===== src/rtl/cbus_router_pkg.sv =====
// Shared CBus types plus the router's state encoding and default MMIO decode constants.
package cbus_router_pkg;

   typedef enum logic [7:0] {
      MLEN1  = 8'd0,
      MLEN2  = 8'd1,
      MLEN4  = 8'd3,
      MLEN8  = 8'd7,
      MLEN16 = 8'd15
   } mlen_t;

   typedef struct packed {
      logic        valid;
      logic        write;
      logic [63:0] addr;
      logic [63:0] data;
      logic [7:0]  strb;
      mlen_t       len;
   } cbus_req_t;

   typedef struct packed {
      logic        ready;
      logic        last;
      logic [63:0] data;
   } cbus_resp_t;

   typedef enum logic [1:0] {
      IDLE = 2'd0,
      RAM  = 2'd1,
      MMIO = 2'd2,
      ERR  = 2'd3
   } router_state_t;

   localparam logic [63:0] CBUS_ROUTER_MMIO_BASE_DEFAULT = 64'h0000_0000;
   localparam logic [63:0] CBUS_ROUTER_MMIO_MASK_DEFAULT = 64'h8000_0000;

endpackage


===== src/rtl/cbus_addr_decode.sv =====
// Combinational CBus target decode: MMIO hit on masked compare; MMIO bursts are illegal.
module cbus_addr_decode
   import cbus_router_pkg::*;
#(
   parameter logic [63:0] MMIO_BASE = CBUS_ROUTER_MMIO_BASE_DEFAULT,
   parameter logic [63:0] MMIO_MASK = CBUS_ROUTER_MMIO_MASK_DEFAULT
) (
   input  logic [63:0] i_addr,
   input  mlen_t       i_len,
   output logic        o_is_mmio,
   output logic        o_illegal
);

   logic w_hit;

   assign w_hit     = (i_addr & MMIO_MASK) == MMIO_BASE;
   assign o_is_mmio = w_hit;
   assign o_illegal = w_hit && (i_len != MLEN1);

endmodule


===== src/rtl/cbus_router.sv =====
// Routes one CBus stream to RAM or MMIO, holding the target for a whole burst.
// Optional downstream timeout enabled by defining CBUS_ROUTER_TIMEOUT_EN.
module cbus_router
   import cbus_router_pkg::*;
#(
   parameter logic [63:0] MMIO_BASE      = CBUS_ROUTER_MMIO_BASE_DEFAULT,
   parameter logic [63:0] MMIO_MASK      = CBUS_ROUTER_MMIO_MASK_DEFAULT,
   parameter int          TIMEOUT_CYCLES = 255
) (
   input  logic       clk,
   input  logic       reset,
   input  cbus_req_t  ireq,
   output cbus_resp_t iresp,
   output cbus_req_t  ram_req,
   input  cbus_resp_t ram_resp,
   output cbus_req_t  mmio_req,
   input  cbus_resp_t mmio_resp,
   output logic       busy,
   output logic       err
);

   if (TIMEOUT_CYCLES < 1 || TIMEOUT_CYCLES > 65535) begin : g_bad_timeout
      $error("cbus_router: TIMEOUT_CYCLES must fit the 16-bit wait counter");
   end

   router_state_t r_state;
   logic [7:0]    r_beat;
   logic          r_busy;
   logic          r_err;

   logic       w_is_mmio;
   logic       w_illegal;
   logic       w_timeout;
   logic       w_err_last;
   cbus_resp_t w_sel_resp;

   cbus_addr_decode #(
      .MMIO_BASE(MMIO_BASE),
      .MMIO_MASK(MMIO_MASK)
   ) u_decode (
      .i_addr   (ireq.addr),
      .i_len    (ireq.len),
      .o_is_mmio(w_is_mmio),
      .o_illegal(w_illegal)
   );

   assign w_sel_resp = (r_state == MMIO) ? mmio_resp : ram_resp;
   assign w_err_last = (r_beat == 8'(ireq.len));

`ifdef CBUS_ROUTER_TIMEOUT_EN
   logic [15:0] r_wait;

   // Counts consecutive forwarding cycles without a downstream ready.
   always_ff @(posedge clk or negedge reset) begin
      if (!reset) begin
         r_wait <= '0;
      end else if (((r_state != RAM) && (r_state != MMIO)) || w_sel_resp.ready) begin
         r_wait <= '0;
      end else if (!w_timeout) begin
         r_wait <= r_wait + 16'd1;
      end
   end

   assign w_timeout = ((r_state == RAM) || (r_state == MMIO)) &&
                      (r_wait == 16'(TIMEOUT_CYCLES));
`else
   assign w_timeout = 1'b0;
`endif

   always_ff @(posedge clk or negedge reset) begin
      if (!reset) begin
         r_state <= IDLE;
         r_beat  <= '0;
         r_busy  <= 1'b0;
         r_err   <= 1'b0;
      end else begin
         case (r_state)
            IDLE: begin
               if (ireq.valid) begin
                  r_beat <= '0;
                  r_busy <= 1'b1;
                  if (w_illegal) begin
                     r_state <= ERR;
                     r_err   <= 1'b1;
                  end else if (w_is_mmio) begin
                     r_state <= MMIO;
                  end else begin
                     r_state <= RAM;
                  end
               end
            end
            RAM, MMIO: begin
               if (!ireq.valid) begin
                  r_state <= IDLE;
                  r_busy  <= 1'b0;
               end else if (w_timeout) begin
                  // beat count is kept so ERR pads out exactly the missing beats
                  r_state <= ERR;
                  r_err   <= 1'b1;
               end else if (w_sel_resp.ready) begin
                  r_beat <= r_beat + 8'd1;
                  if (w_sel_resp.last) begin
                     r_state <= IDLE;
                     r_busy  <= 1'b0;
                  end
               end
            end
            ERR: begin
               r_beat <= r_beat + 8'd1;
               if (!ireq.valid || w_err_last) begin
                  r_state <= IDLE;
                  r_busy  <= 1'b0;
               end
            end
            default: begin
               r_state <= IDLE;
               r_busy  <= 1'b0;
            end
         endcase
      end
   end

   always_comb begin
      iresp    = '0;
      ram_req  = '0;
      mmio_req = '0;
      case (r_state)
         RAM: begin
            if (!w_timeout) ram_req = ireq;
            iresp = ram_resp;
         end
         MMIO: begin
            if (!w_timeout) mmio_req = ireq;
            iresp = mmio_resp;
         end
         ERR: begin
            iresp.ready = 1'b1;
            iresp.last  = w_err_last;
            iresp.data  = '0;
         end
         default: begin
            iresp = '0;
         end
      endcase
   end

   assign busy = r_busy;
   assign err  = r_err;

endmodule


===== config.mk =====
export PLATFORM = sky130hd
export DESIGN_NAME = cbus_router
export DESIGN_NICKNAME = d
export VERILOG_FILES = /design/src/rtl/cbus_router_pkg.sv /design/src/rtl/cbus_addr_decode.sv /design/src/rtl/cbus_router.sv
export SDC_FILE = /design/constraint.sdc
export NUM_CORES = 1
export LEC_CHECK = 0
export ABC_AREA = 0
export CORE_AREA = 2 2 249 251
export CTS_CLUSTER_DIAMETER = 60
export DETAILED_ROUTE_END_ITERATION = 12
export DIE_AREA = 0 0 251 253
export DONT_BUFFER_PORTS = 1
export PLACE_DENSITY = 0.3
export SLEW_MARGIN = 20
export SYNTH_ARGS = -nofsm -noshare
export SYNTH_HDL_FRONTEND = slang
export SYNTH_SLANG_ARGS = --single-unit

===== constraint.sdc =====
create_clock -name clk -period 2 [get_ports clk]
set_input_delay 0 -clock clk [delete_from_list [all_inputs] [get_ports clk]]
set_output_delay 0 -clock clk [all_outputs]
set_load 0.01 [all_outputs]

# Yosys cells after proc, flatten, opt, wreduce, memory -nomap -nowiden
# Index checks and enable logic that the tools add are counted.
# W data, S select, Z words.
# classes
add_sub_neg,1
n_eq_ne,10
n_mux,22
reduce_logical,10
# op_table
op,n
$mux W146,2
$pmux W66 S3,1
$mux W66,1
$logic_not A64 Y1,1
$mux W8,3
$pmux W8 S3,1
$mux W2,7
$add A8 B1 Y8 const B,1
$eq A8 B8 Y1,1
$ne A2 B2 Y1 const B,4
$reduce_bool A8 Y1,1
$ne A3 B3 Y1 const B,2
$pmux W2 S3,1
$reduce_and A3 Y1,2
$mux W1,5
$eq A2 B2 Y1 const B,2
$reduce_and A4 Y1,1
$pmux W1 S3,1
$eq A2 B1 Y1 const B,1
$logic_not A2 Y1,1
$reduce_or A2 Y1,1
$logic_and A1 B1 Y1,1
$logic_not A1 Y1,1
$logic_or A1 B1 Y1,1
# word_totals
ff_bits,12
output_inout_bits,360

# Longest topological paths before layout
# logic_depth
ltp_word,6
depth_mapped,8
mapped_depth_nobuf,7

# Modules after synthesis
# A second synthesis with hierarchy kept.
# hier_totals
cells_unflattened,573
hier_area_um2,3683.5
# by_module_without_submodules
mod,instances,cells_each,area_each_um2
cbus_router,1,569,3662.3
cbus_addr_decode,1,4,21.3

# Least setup slack after synthesis
# No wires, ideal clock.
# synth_path
kind,register to register
from,register r_state[0]
to,register r_beat[2]
setup_ps,124
arrival_ps,1603
slack_ps,273
stages_incl_launch_ff,8
n_path_buf,1
period_less_slack_ps,1727
cell_sequence,dfrtp_1 inv_1 ha_1 buf_6 mux2_4 a21oi_4 nor4b_1 a211o_1
# synth_via
elab_chain_cells,4
# synth_rtl
element,line,rtl
"start, declared",cbus_router.sv:26,router_state_t r_state;
"start signal, assigned",cbus_router.sv:72,r_state <= IDLE;
"start signal, assigned",cbus_router.sv:83,r_state <= ERR;
"start signal, assigned",cbus_router.sv:86,r_state <= MMIO;
$eq A2 B2 Y1 or $eq A2 B1 Y1 (tied branches),"cbus_router.sv:47, cbus_router.sv:77",
$mux W66 or $reduce_or A2 Y1 (tied branches),"cbus_router.sv:47, cbus_router.sv:77",
$ne A2 B2 Y1 (no line),n/a,
$reduce_and A3 Y1 (no line),n/a,
"end signal, assigned",cbus_router.sv:101,r_beat <= r_beat + 8'd1;
"end signal, assigned",cbus_router.sv:109,r_beat <= r_beat + 8'd1;
"end, declared",cbus_router.sv:27,logic [7:0] r_beat;
# Several ways; a longest one is shown, not always the timed one.
# A chain may end at the register's enable or synchronous reset.

==> flow_metrics.env <==
export IMPL_synthArstFlopShare=1.00
export IMPL_first_global_vias=3533
export IMPL_cp_max_fo=108
export IMPL_floorplan_initialDensity=0.0597
export IMPL_drive_gt1_frac=0.0850
export IMPL_hp_class="input pin to flop"
export IMPL_synth_ff_type="dfrtp_1"
export IMPL_ys_ff_latch=12
export IMPL_io_buffers=0
export IMPL_peakVddDrop_mv=0.813
export IMPL_crit_path_cell_trace="inv_1 -> buf_4 -> ha_4 -> buf_16 -> a221oi_2 -> nor2_1 -> buf_4"
export IMPL_synth_seq_area_share=0.0824
export IMPL_netlist_area_leader_share=0.501
export IMPL_row_count=91
export IMPL_drv_cap=0
export IMPL_worstSkewPairLatency_ns=0.24
export IMPL_cpMostUsedCell="buf_4"
export IMPL_busiest_layer="met2"
export IMPL_wl_um=23100
export IMPL_grt_max_degree=109
export IMPL_gr_usage_met1=0.0713
export IMPL_outcome="complete, no violations"
export IMPL_fin_tns_setup_ns=0
export IMPL_syn_nets=849
export IMPL_area_growth_pct=34.5
export IMPL_fin_area_um2=4900
export IMPL_cts_buffers_inserted=3
export IMPL_fin_util=0.0803
export IMPL_cts_sinks=12
export IMPL_die_y_um=253
export IMPL_synth_distinct_cells=38
export IMPL_min_delay_path_depth=3
export IMPL_r2r_start="r_state[1]"
export IMPL_antenna_left=0
export IMPL_worst_pin_slew_ns=0.649
export IMPL_critPathRequiredTime_ns=2.00
export IMPL_synth_warnings=0
export IMPL_vias=4303
export IMPL_cp_top_family="buffers and inverters"
export IMPL_post_dp_cell_area_um2=4670
export IMPL_max_freq_mhz=519
export IMPL_slew_headroom=0.566
export IMPL_syn_inst=563
export IMPL_dpl_cell_count=1321
export IMPL_rsz0062_at_grt="true"
export IMPL_grt_use_total=0.0599
export IMPL_maxSlewViolCount=0
export IMPL_rrSetupSlack_ns=0.15
export IMPL_slowest_delay_ns=0.40
export IMPL_die_w_um=251
export IMPL_arrival_ns=1.93
export IMPL_ios=640
export IMPL_final_cell_mix="and2_1, nor2_1, a22oi_1"
export IMPL_routedWlPerCell_um=17.2
export IMPL_critPathLaunchType="flop"
export IMPL_grt_antenna_before_repair=9
export IMPL_syn_avg_cell_area_um2=6.47
export IMPL_power_density_nw_per_um2=1260
export IMPL_die_area_um2=63500
export IMPL_syn_area_um2=3640
export IMPL_endpoint_kind="output pin"
export IMPL_synth_area_leaders="and2_1, a22oi_1, dfrtp_1"
export IMPL_drcViolationCount=0
export IMPL_cts_max_path_buffers=2
export IMPL_vias_per_cell=3.21
export IMPL_tritoncts="done"
export IMPL_whs_endpoint="r_state[1]"
export IMPL_coreArea_um2=61000
export IMPL_nNetsFinal=828
export IMPL_crit_buf_inv=4
export IMPL_grtUsageMet3=0.0195
export IMPL_drt_iter0_drc=275
export IMPL_finalSetupViolations=0
export IMPL_met2_usage=0.101
export IMPL_cpMaxStageDelayCell="dfrtp_1"
export IMPL_fin_skew_ns=0.00155
export IMPL_instances_no_fill=1339
export IMPL_reg2reg_depth=9
export IMPL_finalCriticalPeriod_ns=1.93
export IMPL_gr_total_overflow=0
export IMPL_dp_hpwl_um=19300
export IMPL_drtPass1Iterations=5
export IMPL_p_leak_nw=1.70
export IMPL_grt_pass1_wl_um=27200
export IMPL_hp_start="ireq[145]"
export IMPL_path_clk_slew_ns=0.04
export IMPL_yosys_area_top_type="and2_1"
export IMPL_clock_root_buffer="clkbuf_16"
export IMPL_gp_congestion=0.922
export IMPL_finalHoldViolCount=0
export IMPL_synth_edff_count=0
export IMPL_final_common_cell="and2_1"
export IMPL_htree_levels=1
export IMPL_fin_crit_sh=0.964
export IMPL_crit_type="flop to output pin"
export IMPL_rr_endpoint="r_beat[7]"
where the power goes:
part           switching, mW  internal, mW  leakage (nW)
logic                   3.53          1.82          1.50
clock network          0.107         0.302        0.0442
registers              0.116         0.323         0.153
total                   3.76          2.44          1.70
cell type report:
| cell class | instances | area, um^2 |
|---|---|---|
| multi-input cells | 490 | 3140 |
| repair buffers | 32 | 350 |
| clock buffers | 4 | 88.8 |
| flip-flops and latches | 12 | 300 |
| inverters | 3 | 11.3 |
| fillers | 7155 | 56100 |
| well taps | 790 | 988 |
| diodes | 8 | 20.0 |
routing by layer:
layer / vias to the layer above / part of all wire / wire length [um]
li1: 1806 / - / -
met1: 2047 / 0.40 / 9110
met2: 412 / 0.48 / 11000
met3: 32 / 0.11 / 2440
met4: 6 / 0.019 / 445
met5: - / 0.0015 / 34
metrics by stage:
stage | power [mW] | hold WS [ns] | worst slack (ns)
6_report | 6.20 | 0.0715 | 0.0726
5_1_grt | 6.68 | 0.0932 | -0.00339
4_1_cts | 5.98 | 0.0430 | 0.0190
3_5_place_dp | 5.51 | -0.294 | 0.112
3_3_place_gp | 5.50 | -0.294 | 0.116
2_1_floorplan | 4.37 | -0.296 | 0.273
cell families (layout without fill, tap and decap cells):
kind of cell,Yosys count,count (layout),share of synthesized area
other cells,0,8,0
mux,4,4,0.0127
fa+ha+maj,6,6,0.0206
flops,12,12,0.0824
simple gates,394,394,0.629
compound gates,78,78,0.167
buf+inv,61,39,0.0690
xor+xnor,8,8,0.0192
state kept, by name, indices dropped and copies added, names as in the netlist:
name,flops
busy,1
err,1
r_beat,8
r_state,2
what timing repair did:
item	CTS	global route
gates resized for setup	1	8
pin swaps	0	1
cloned	0	1
endpoints found under the hold margin	15	0
hold buffers	3	0
setup buffers	0	2
setup endpoints to repair	12	17
synthesized netlist by cell type (3+ instances only):
master / number
and2_1: 292
nor4b_1: 3
buf_2: 6
nor2_1: 68
nor3b_1: 3
ha_1: 6
clkbuf_1: 45
nor4_1: 4
a211o_1: 3
dfrtp_1: 12
nand3_1: 6
xnor2_1: 8
buf_1: 5
nand2_1: 6
inv_1: 3
a22oi_1: 64
worst reg2reg max path, cell delays in order, from the launching register on:
cell     delay, ns
dfrtp_1       0.40
inv_1         0.08
ha_1          0.19
nor2b_2       0.17
nor2_4        0.10
a21oi_4       0.04
buf_12        0.14
buf_4         0.13
or4_1         0.46
nand3_1       0.08
worst max path at each step:
stage / from / endpoint / slack, ns / depth (start not counted)
6_report: r_state[1] / iresp[65] / 0.07 / 7
5_1_grt: r_state[1] / iresp[18] / -0.003 / 7
4_1_cts: r_state[1] / iresp[58] / 0.02 / 7
3_5_place_dp: r_state[0] / r_beat[2] / 0.11 / 6
3_3_place_gp: r_state[0] / r_beat[2] / 0.12 / 6
2_1_floorplan: r_state[0] / r_beat[2] / 0.27 / 7
Power figures use the tool's default switching activity.
